$ cat src/rtl/muldiv_pkg.sv
// Shared types and constants for the multiply/divide issue scheduler.
package muldiv_pkg;
    typedef enum logic [1:0] {
        IDLE = 2'd0,
        RUN  = 2'd1,
        DONE = 2'd2
    } md_state_t;

    localparam int MUL_LAT_DEF = 4;
    localparam int DIV_LAT_DEF = 34;

    // Six bits covers a divide latency of up to 64 (load value DIV_LAT-1).
    localparam int CNT_W = 6;

    // funct3[2] selects the op class: 0 = multiply, 1 = divide/remainder.
    localparam int   OP_CLASS_BIT = 2;
    localparam logic OP_CLASS_MUL = 1'b0;
    localparam logic OP_CLASS_DIV = 1'b1;
endpackage

$ cat src/rtl/muldiv_if.sv
// Decode/writeback-facing bundle of the multiply/divide scheduler.
interface muldiv_if;
    logic       issue_valid;
    logic [2:0] issue_op;
    logic [4:0] issue_rd;
    logic [4:0] issue_rs1;
    logic [4:0] issue_rs2;
    logic       stall_in;
    logic       div_zero;
    logic       wb_ack;
    logic       unit_start;
    logic [2:0] unit_op;
    logic       md_ready;
    logic       raw_hz;
    logic       result_valid;
    logic [4:0] result_rd;
    logic       busy;
    logic       ovf_err;

    modport master (
        output issue_valid, issue_op, issue_rd, issue_rs1, issue_rs2,
        output stall_in, div_zero, wb_ack,
        input  unit_start, unit_op, md_ready, raw_hz, result_valid, result_rd, busy, ovf_err
    );

    modport slave (
        input  issue_valid, issue_op, issue_rd, issue_rs1, issue_rs2,
        input  stall_in, div_zero, wb_ack,
        output unit_start, unit_op, md_ready, raw_hz, result_valid, result_rd, busy, ovf_err
    );
endinterface

$ cat src/rtl/md_lat_counter.sv
// Latency down-counter: load, decrement-and-saturate at zero, or hold.
module md_lat_counter #(
    parameter int W = muldiv_pkg::CNT_W
) (
    input  logic         clk,
    input  logic         srst,
    input  logic         load,
    input  logic [W-1:0] load_val,
    input  logic         dec,
    output logic         zero
);
    logic [W-1:0] cnt_reg;

    always_ff @(posedge clk) begin
        if (srst) begin
            cnt_reg <= '0;
        end else if (load) begin
            cnt_reg <= load_val;
        end else if (dec && (cnt_reg != '0)) begin
            cnt_reg <= cnt_reg - W'(1);
        end
    end

    assign zero = (cnt_reg == '0);
endmodule

$ cat src/rtl/muldiv_scheduler.sv
// Issue scheduler for the M-extension unit: accepts one op at a time, times its latency,
// holds the result until writeback and flags RAW hazards back to decode.
module muldiv_scheduler #(
    parameter int MUL_LAT = muldiv_pkg::MUL_LAT_DEF,
    parameter int DIV_LAT = muldiv_pkg::DIV_LAT_DEF
) (
    input  logic    clk,
    input  logic    Rst,
    muldiv_if.slave bus
);
    import muldiv_pkg::*;

    localparam logic [CNT_W-1:0] MUL_LOAD = CNT_W'(MUL_LAT - 1);
    localparam logic [CNT_W-1:0] DIV_LOAD = CNT_W'(DIV_LAT - 1);

    md_state_t  state_reg;
    logic [2:0] op_reg;
    logic [4:0] rd_reg;
    logic       unit_start_reg;
    logic       ovf_err_reg;

    logic             md_ready_int;
    logic             accept;
    logic             ignored;
    logic             cnt_dec;
    logic             cnt_zero;
    logic             div_abort;
    logic [CNT_W-1:0] load_val;

    assign md_ready_int = (state_reg == IDLE) || ((state_reg == DONE) && bus.wb_ack);
    assign accept       = bus.issue_valid && !bus.stall_in && md_ready_int;
    assign ignored      = bus.issue_valid && !bus.stall_in && !md_ready_int;
    assign load_val     = (bus.issue_op[OP_CLASS_BIT] == OP_CLASS_DIV) ? DIV_LOAD : MUL_LOAD;
    assign cnt_dec      = (state_reg == RUN) && !bus.stall_in;
    assign div_abort    = (op_reg[OP_CLASS_BIT] == OP_CLASS_DIV) && bus.div_zero;

    md_lat_counter #(.W(CNT_W)) u_cnt (
        .clk      (clk),
        .srst     (Rst),
        .load     (accept),
        .load_val (load_val),
        .dec      (cnt_dec),
        .zero     (cnt_zero)
    );

    always_ff @(posedge clk) begin
        if (Rst) begin
            state_reg      <= IDLE;
            op_reg         <= '0;
            rd_reg         <= '0;
            unit_start_reg <= 1'b0;
            ovf_err_reg    <= 1'b0;
        end else begin
            unit_start_reg <= accept;
            if (ignored) begin
                ovf_err_reg <= 1'b1;
            end
            // An accept out of DONE skips IDLE entirely (back-to-back issue).
            if (accept) begin
                op_reg    <= bus.issue_op;
                rd_reg    <= bus.issue_rd;
                state_reg <= RUN;
            end else if (!bus.stall_in) begin
                case (state_reg)
                    RUN:     if (cnt_zero || div_abort) state_reg <= DONE;
                    DONE:    if (bus.wb_ack) state_reg <= IDLE;
                    default: state_reg <= IDLE;
                endcase
            end
        end
    end

    // Outputs are forced to their idle values for as long as reset is held.
    assign bus.md_ready     = Rst | md_ready_int;
    assign bus.unit_start   = unit_start_reg & ~Rst;
    assign bus.unit_op      = Rst ? 3'd0 : op_reg;
    assign bus.result_valid = (state_reg == DONE) & ~Rst;
    assign bus.result_rd    = Rst ? 5'd0 : rd_reg;
    assign bus.busy         = (state_reg != IDLE) & ~Rst;
    assign bus.ovf_err      = ovf_err_reg & ~Rst;
    assign bus.raw_hz       = ~Rst && (state_reg != IDLE) && (rd_reg != 5'd0)
                              && ((bus.issue_rs1 == rd_reg) || (bus.issue_rs2 == rd_reg));
endmodule

$ cat src/flat_wrapper.sv
// flat-port wrapper written by rule: the top's interface ports become plain ports
module muldiv_scheduler_flat import muldiv_pkg::*;
#(
    parameter int MUL_LAT = muldiv_pkg::MUL_LAT_DEF,
    parameter int DIV_LAT = muldiv_pkg::DIV_LAT_DEF
)
  (clk, Rst, bus_issue_valid, bus_issue_op, bus_issue_rd, bus_issue_rs1, bus_issue_rs2, bus_stall_in, bus_div_zero, bus_wb_ack, bus_unit_start, bus_unit_op, bus_md_ready, bus_raw_hz, bus_result_valid, bus_result_rd, bus_busy, bus_ovf_err);
  muldiv_if bus_i ();
  input  logic clk;
  input  logic Rst;
  input wire logic [$bits(bus_i.issue_valid)-1:0] bus_issue_valid;
  input wire logic [$bits(bus_i.issue_op)-1:0] bus_issue_op;
  input wire logic [$bits(bus_i.issue_rd)-1:0] bus_issue_rd;
  input wire logic [$bits(bus_i.issue_rs1)-1:0] bus_issue_rs1;
  input wire logic [$bits(bus_i.issue_rs2)-1:0] bus_issue_rs2;
  input wire logic [$bits(bus_i.stall_in)-1:0] bus_stall_in;
  input wire logic [$bits(bus_i.div_zero)-1:0] bus_div_zero;
  input wire logic [$bits(bus_i.wb_ack)-1:0] bus_wb_ack;
  output wire logic [$bits(bus_i.unit_start)-1:0] bus_unit_start;
  output wire logic [$bits(bus_i.unit_op)-1:0] bus_unit_op;
  output wire logic [$bits(bus_i.md_ready)-1:0] bus_md_ready;
  output wire logic [$bits(bus_i.raw_hz)-1:0] bus_raw_hz;
  output wire logic [$bits(bus_i.result_valid)-1:0] bus_result_valid;
  output wire logic [$bits(bus_i.result_rd)-1:0] bus_result_rd;
  output wire logic [$bits(bus_i.busy)-1:0] bus_busy;
  output wire logic [$bits(bus_i.ovf_err)-1:0] bus_ovf_err;
  assign bus_i.issue_valid = bus_issue_valid;
  assign bus_i.issue_op = bus_issue_op;
  assign bus_i.issue_rd = bus_issue_rd;
  assign bus_i.issue_rs1 = bus_issue_rs1;
  assign bus_i.issue_rs2 = bus_issue_rs2;
  assign bus_i.stall_in = bus_stall_in;
  assign bus_i.div_zero = bus_div_zero;
  assign bus_i.wb_ack = bus_wb_ack;
  assign bus_unit_start = bus_i.unit_start;
  assign bus_unit_op = bus_i.unit_op;
  assign bus_md_ready = bus_i.md_ready;
  assign bus_raw_hz = bus_i.raw_hz;
  assign bus_result_valid = bus_i.result_valid;
  assign bus_result_rd = bus_i.result_rd;
  assign bus_busy = bus_i.busy;
  assign bus_ovf_err = bus_i.ovf_err;
  muldiv_scheduler #(.MUL_LAT(MUL_LAT), .DIV_LAT(DIV_LAT)) u_core (.clk(clk), .Rst(Rst), .bus(bus_i));
endmodule
$ cat config.mk
export PLATFORM = sky130hd
export DESIGN_NAME = muldiv_scheduler_flat
export DESIGN_NICKNAME = d
export VERILOG_FILES = /design/src/rtl/muldiv_pkg.sv /design/src/rtl/muldiv_if.sv /design/src/rtl/md_lat_counter.sv /design/src/rtl/muldiv_scheduler.sv /design/src/flat_wrapper.sv
export SDC_FILE = /design/constraint.sdc
export NUM_CORES = 1
export LEC_CHECK = 0
export ABC_AREA = 1
export CORE_MARGIN = 1.5
export CORE_UTILIZATION = 40
export DETAILED_ROUTE_END_ITERATION = 6
export PLACE_DENSITY = 0.72
export SLEW_MARGIN = 10
export SYNTH_ARGS = -nofsm -noshare
export SYNTH_HDL_FRONTEND = slang
export SYNTH_SLANG_ARGS = --single-unit
$ cat constraint.sdc
create_clock -name clk -period 1.55 [get_ports clk]
set_input_delay 0.31 -clock clk [delete_from_list [all_inputs] [get_ports clk]]
set_output_delay 0.31 -clock clk [all_outputs]
set_load 0.005 [all_outputs]
==> results of run 1 <==
final timing paths:
check,start,cells after the start,endpoint
setup reg to reg,u_core.u_cnt.cnt_reg[0],9,u_core.u_cnt.cnt_reg[3]
hold reg to reg,u_core.ovf_err_reg,2,u_core.ovf_err_reg
hold / removal,u_core.ovf_err_reg,2,u_core.ovf_err_reg
setup / recovery,bus_issue_rs2[3],5,bus_raw_hz
per-layer routing:
layer | vias up | wire [um] | GRT usage
met2 | 27 | 1380 | 0.320
li1 | 655 | - | -
met5 | - | 0 | 0
met3 | 0 | 138 | 0.0492
met1 | 555 | 1340 | 0.229
met4 | 0 | 0 | 0.0209
where the power goes:
group	total [mW]	leakage [nW]	switching [mW]	internal [mW]
Sequential	0.507	0.150	0.0196	0.487
Combinational	0.322	0.765	0.152	0.170
Clock	0.235	0.0138	0.145	0.0904
Total	1.06	0.929	0.316	0.748
cells by family (layout without fill, tap and decap cells):
family          count (synthesis)  count (layout)  share of synthesized area
buf+inv                        36              96                      0.130
flops                          18              18                      0.327
xor+xnor                        7               7                     0.0556
compound gates                 19              19                     0.0873
fa+ha+maj                       2               2                     0.0227
simple gates                   91              91                      0.378
per-stage QoR:
stage | cells | setup slack [ns] | cell area (sq um) | setup TNS, ns
detailed placement | 260 | -0.564 | 1690 | -7.02
finish | 263 | -0.0766 | 1730 | -0.0766
global route | 263 | -0.128 | 1730 | -0.153
floorplan | 173 | 0.358 | 1100 | 0
global placement | 260 | -0.520 | 1690 | -6.84
CTS | 263 | -0.264 | 1710 | -0.264
cells in the final DEF (no fill, tap or decap):
cell / count
clkbuf_4: 3
inv_2: 4
dfxtp_4: 1
buf_6: 1
inv_1: 29
dlymetal6s2s_1: 8
nor2_1: 23
buf_12: 2
buf_4: 20
clkbuf_2: 2
dfxtp_1: 11
xor2_1: 5
a21oi_1: 8
o21ai_0: 9
clkdlybuf4s15_1: 3
nand2_1: 42
ha_1: 2
dfxtp_2: 6
nand4_1: 5
nor3_1: 2
nand3_2: 2
nor2_2: 2
buf_2: 1
nand2_2: 1
a21oi_2: 1
dlygate4sd2_1: 9
nand3_1: 10
o22ai_1: 1
nor2_4: 2
nand2_4: 2
xnor2_1: 1
clkdlybuf4s50_1: 14
xnor2_2: 1
layout make-up:
type / count / area (sq um)
clock buffers: 3 / 22.5
fillers: 229 / 811
inverters: 33 / 124
multi-input cells: 119 / 613
flip-flops and latches: 18 / 372
well taps: 30 / 37.5
repair buffers: 60 / 566
worst register-to-register path, cell delays in order (launching register included):
cell and delay, ns:
dfxtp_1 0.41, inv_1 0.11, ha_1 0.23, nand3_2 0.12
nand2_4 0.09, inv_2 0.07, nand2_1 0.05, nand2_1 0.06
inv_1 0.03, nor2_1 0.09
what timing repair did:
item,4_1_cts,5_1_grt
pin swaps,1,9
endpoints found under the setup margin,14,7
resized for setup,23,24
hold buffers,0,0
==> results.json, run 1 <==
{
  "cp-start-kind": "primary input",
  "clk_pin_slew_ns": 0.10,
  "whs_ns": 0.476,
  "cts_max_level": 1,
  "globalplace.congestion": 0.814,
  "ant_nets": 0,
  "overflow": 0,
  "r2r_slack_ns": 0.23,
  "crit_type": "in2out",
  "synth_top_cell_area_share": 0.327,
  "dr.pass1.iters": 4,
  "drive_gt1_frac": 0.219,
  "syn_avg_cell_area_sq_um": 6.38,
  "netlist_top_cells_area": "dfxtp_1 (33%), nand2_1 (14%), inv_1 (11%)",
  "total_power_mw": 1.06,
  "post-synth-top-area-cell": "dfxtp_1",
  "cts_tree": "built",
  "period_needed_ns": 1.63,
  "clock_latency_ns": 0.29,
  "maxCapViolations": 0,
  "largest_reg_flops": 6,
  "final_max_slew_viol_count": 0,
  "violations": "setup timing",
  "ir_worst_vdd_v": 0.000558,
  "dp_hpwl_mm": 2.31,
  "grt_usage": 0.182,
  "vias": 1237,
  "viasPerCell": 4.70,
  "cts_sinks": 18,
  "critPathArrivalTime_ns": 1.32,
  "status": "finished, violations left",
  "fin_util": 0.681,
  "initialDrtViolationCount": 29,
  "grt_pass1_wl_mm": 4.61,
  "async_flop_share": 0,
  "powerDensity_nw_per_um2": 613,
  "yosysMostFrequentCell": "nand2_1",
  "fp-row-count": 18,
  "drt-total-wl_mm": 2.86,
  "cp_data_required_time_ns": 1.24,
  "coreArea_sq_um": 2540,
  "final_nets": 261,
  "avgRoutedWirePerCell_um": 10.9,
  "crit_family": "buffers and inverters",
  "crit_chain": "clkdlybuf4s50_1 > xnor2_2 > nand3_1 > a21oi_1 > buf_2",
  "cts_root_buffer": "clkbuf_4",
  "synthCells": 173,
  "yosys_register_bits": 18,
  "worstPathMaxFanout": 1,
  "port-buffer-count": 37,
  "grt_pass1_vias": 1106,
  "worstMarginPinSlew_ns": 0.247,
  "seq_area_frac_synth": 0.327,
  "area_growth_pct": 57.1,
  "cts_buffers": 3,
  "slew_headroom": 0.834,
  "io_pins": 38,
  "finalHoldViolCount": 0,
  "yosysWarnings": 0,
  "crit_buf_inv": 2,
  "yosysUniqueCellTypes": 22,
  "critPathSlowestCell": "clkdlybuf4s50_1",
  "die_area_sq_um": 3080,
  "n_antenna_cell": 0,
  "netlist_area_sq_um": 1100,
  "rsz0062_at_grt": "true",
  "grt_max_degree": 10,
  "timing.fmax_ghz": 0.615,
  "timing.final.ws_setup_ns": -0.0766,
  "max_stage_delay_ns": 0.50,
  "hp-class": "reg2reg",
  "die_w_um": 55.5,
  "synthFlopType": "dfxtp_1",
  "post_cts_buffers": 0,
  "drc": 0,
  "synth_edf_count": 0,
  "setup_viol": 1,
  "fin_skew_ns": 0.00625,
  "synthTopCellsByCount": "nand2_1 (42), inv_1 (31), nor2_1 (24), dfxtp_1 (18), nand3_1 (10)",
  "clockBufferDepth": 2,
  "fp.dieH_um": 55.5,
  "initial_core_util": 0.434,
  "antenna_found_initial": 0,
  "static-leakage-power_nw": 0.929,
  "period_share": 1.05,
  "synth_fp_nets": 199,
  "crit_path_end_kind": "primary output"
}
(Power assumes the default switching activity.)
==> run 2, diff against run 1 <==
- PLACE_DENSITY: 0.72 -> 0.75
- clock period: 1.55 -> 1.4 ns (I/O delays scaled with it)
==> run 2 against run 1 <==
The run still ends with setup timing left. Clock power grew 8.5%. Count of clock-buffer cells in the layout is the same. Sequential cell count is the same. Critical path depth grew 3. Hold slack lost 0.10 ns. Sequential power grew 10%. Final cell count grew 3.8%. Sequential share of layout area shrank 0.84 points. Via count grew 6.3%. Largest power group unchanged. Highest routed layer is now met4.
==> results.json, run 2 (synthesized netlist as in run 1, its figures left out) <==
{
  "crit_family": "buffers and inverters",
  "crit_type": "in2out",
  "die_w_um": 55.5,
  "grt_pass1_vias": 1324,
  "dp_hpwl_mm": 2.36,
  "crit_chain": "clkdlybuf4s50_1 > inv_1 > nand2_1 > nand2_1 > nor2_1 > nand3_2 > a21oi_2 > buf_2",
  "initialDrtViolationCount": 33,
  "period_needed_ns": 1.67,
  "min-delay-start": "Rst",
  "ant_nets": 0,
  "drt-total-wl_mm": 3.35,
  "fp.dieH_um": 55.5,
  "grt_pass1_wl_mm": 5.66,
  "fp-row-count": 18,
  "fillCellCount": 207,
  "initial_core_util": 0.434,
  "critPathSlowestCell": "clkdlybuf4s50_1",
  "worstPathMaxFanout": 2,
  "period_share": 1.19,
  "cp_data_required_time_ns": 1.12,
  "vias": 1315,
  "reg2reg_from": "u_core.state_reg[1]",
  "avgRoutedWirePerCell_um": 12.3,
  "total_power_mw": 1.21,
  "status": "finished, violations left",
  "drive_gt1_frac": 0.321,
  "clock_latency_ns": 0.29,
  "cts_max_level": 1,
  "dp.cells": 261,
  "multi_input_area_sq_um": 652,
  "n_antenna_cell": 0,
  "max_stage_delay_ns": 0.48,
  "cts_tree": "built",
  "layout_commonest_cell": "nand2_1",
  "crit_start": "bus_issue_rs1[0]",
  "hp-class": "in2reg",
  "setup_viol": 1,
  "finalHoldViolCount": 0,
  "crit_buf_inv": 3,
  "drc": 0,
  "antenna_found_initial": 0,
  "port-buffer-count": 37,
  "slew_headroom": 0.846,
  "crit_path_end_kind": "primary output",
  "ir_worst_vdd_v": 0.000685,
  "finalNonFillerCells": 273,
  "fin_util": 0.707,
  "viasPerCell": 4.82,
  "io_pins": 38,
  "globalplace.congestion": 0.826,
  "cts_buffers": 3,
  "ff_latch_area_sq_um": 370,
  "overflow": 0,
  "maxCapViolations": 0,
  "final_nets": 271,
  "area_growth_pct": 63.0,
  "cp-start-kind": "primary input",
  "powerDensity_nw_per_um2": 674,
  "cts_root_buffer": "clkbuf_4",
  "final_cell_mix": "nand2_1 (38), inv_1 (27), buf_4 (25), nor2_1 (22), clkdlybuf4s50_1 (19)",
  "critPathArrivalTime_ns": 1.39,
  "dr.pass1.iters": 4,
  "violations": "setup timing",
  "rsz0062_at_grt": "true",
  "timing.fmax_ghz": 0.600,
  "clockBufferDepth": 2,
  "timing.final.ws_setup_ns": -0.268,
  "grt_max_degree": 10,
  "coreArea_sq_um": 2540,
  "clk_pin_slew_ns": 0.11,
  "fin_skew_ns": 0.0132,
  "worstMarginPinSlew_ns": 0.229,
  "cpMostUsedCell": "nand2_1",
  "largest_reg_flops": 6,
  "cts_sinks": 18,
  "static-leakage-power_nw": 0.905,
  "final_max_slew_viol_count": 0,
  "die_area_sq_um": 3080,
  "grt_usage": 0.228
}
-- run 2: cell types whose count changed in the layout (fill, tap and decap cells not counted), sizes merged --
cell	previous run	this run
buf	24	40
clkbuf	5	6
clkdlybuf4s15	3	1
dlymetal6s2s	8	1
clkdlybuf4s50	14	19
dlygate4sd2	9	6
-- run 2: area by class of cell --
| class | instances | share of cell area |
|---|---|---|
| multi-input combinational | 119 | 0.362 |
| timing repair buffer | 70 | 0.330 |
| tap | 30 | 0.0209 |
| clock buffer | 3 | 0.0125 |
| sequential | 18 | 0.206 |
| inverter | 33 | 0.0688 |
-- run 2: what timing repair did --
action / in CTS / in global routing
setup endpoints to repair: 22 / 13
gates resized for setup: 60 / 23
cloned: 1 / 0
setup buffers: 6 / 2
pin swaps: 8 / 3
hold buffers: 0 / 0
-- run 2: metrics by stage --
stage | worst slack [ns] | area (sq um) | TNS [ns] | hold slack (ns)
finish | -0.268 | 1800 | -0.268 | 0.375
global route | -0.339 | 1800 | -0.388 | 0.368
CTS | -0.253 | 1770 | -0.258 | 0.482
detailed placement | -0.704 | 1670 | -11.21 | 0.469
global placement | -0.613 | 1670 | -10.44 | 0.447
floorplan | 0.241 | 1100 | 0 | 0.393
-- run 2: report_power, final --
group / total (mW) / internal [mW] / switching [mW]
combinational: 0.399 / 0.206 / 0.192
sequential: 0.560 / 0.541 / 0.0192
clock: 0.255 / 0.100 / 0.155
total: 1.21 / 0.847 / 0.366
-- run 2: worst register-to-register path, delay by kind of cell, from the launching register on --
kind,cells,cell delay (ns)
flops,1,0.34
compound gates,1,0.14
simple gates,2,0.21
buf+inv,4,0.57
-- run 2: worst paths after layout --
kind	slack, ns	cells after the start	endpoint
max	-0.27	8	bus_raw_hz
min	0.37	3	u_core.ovf_err_reg
max reg2reg	0.06	7	u_core.state_reg[0]
min reg2reg	0.47	2	u_core.op_reg[1]
-- run 2: per-layer routing --
| layer | GRT usage | share of wire | up-vias |
|---|---|---|---|
| met5 | 0 | 0 | - |
| met1 | 0.271 | 0.42 | 597 |
| met3 | 0.0328 | 0.027 | 6 |
| met4 | 0.0627 | 0.013 | 0 |
| li1 | - | - | 683 |
| met2 | 0.420 | 0.54 | 29 |
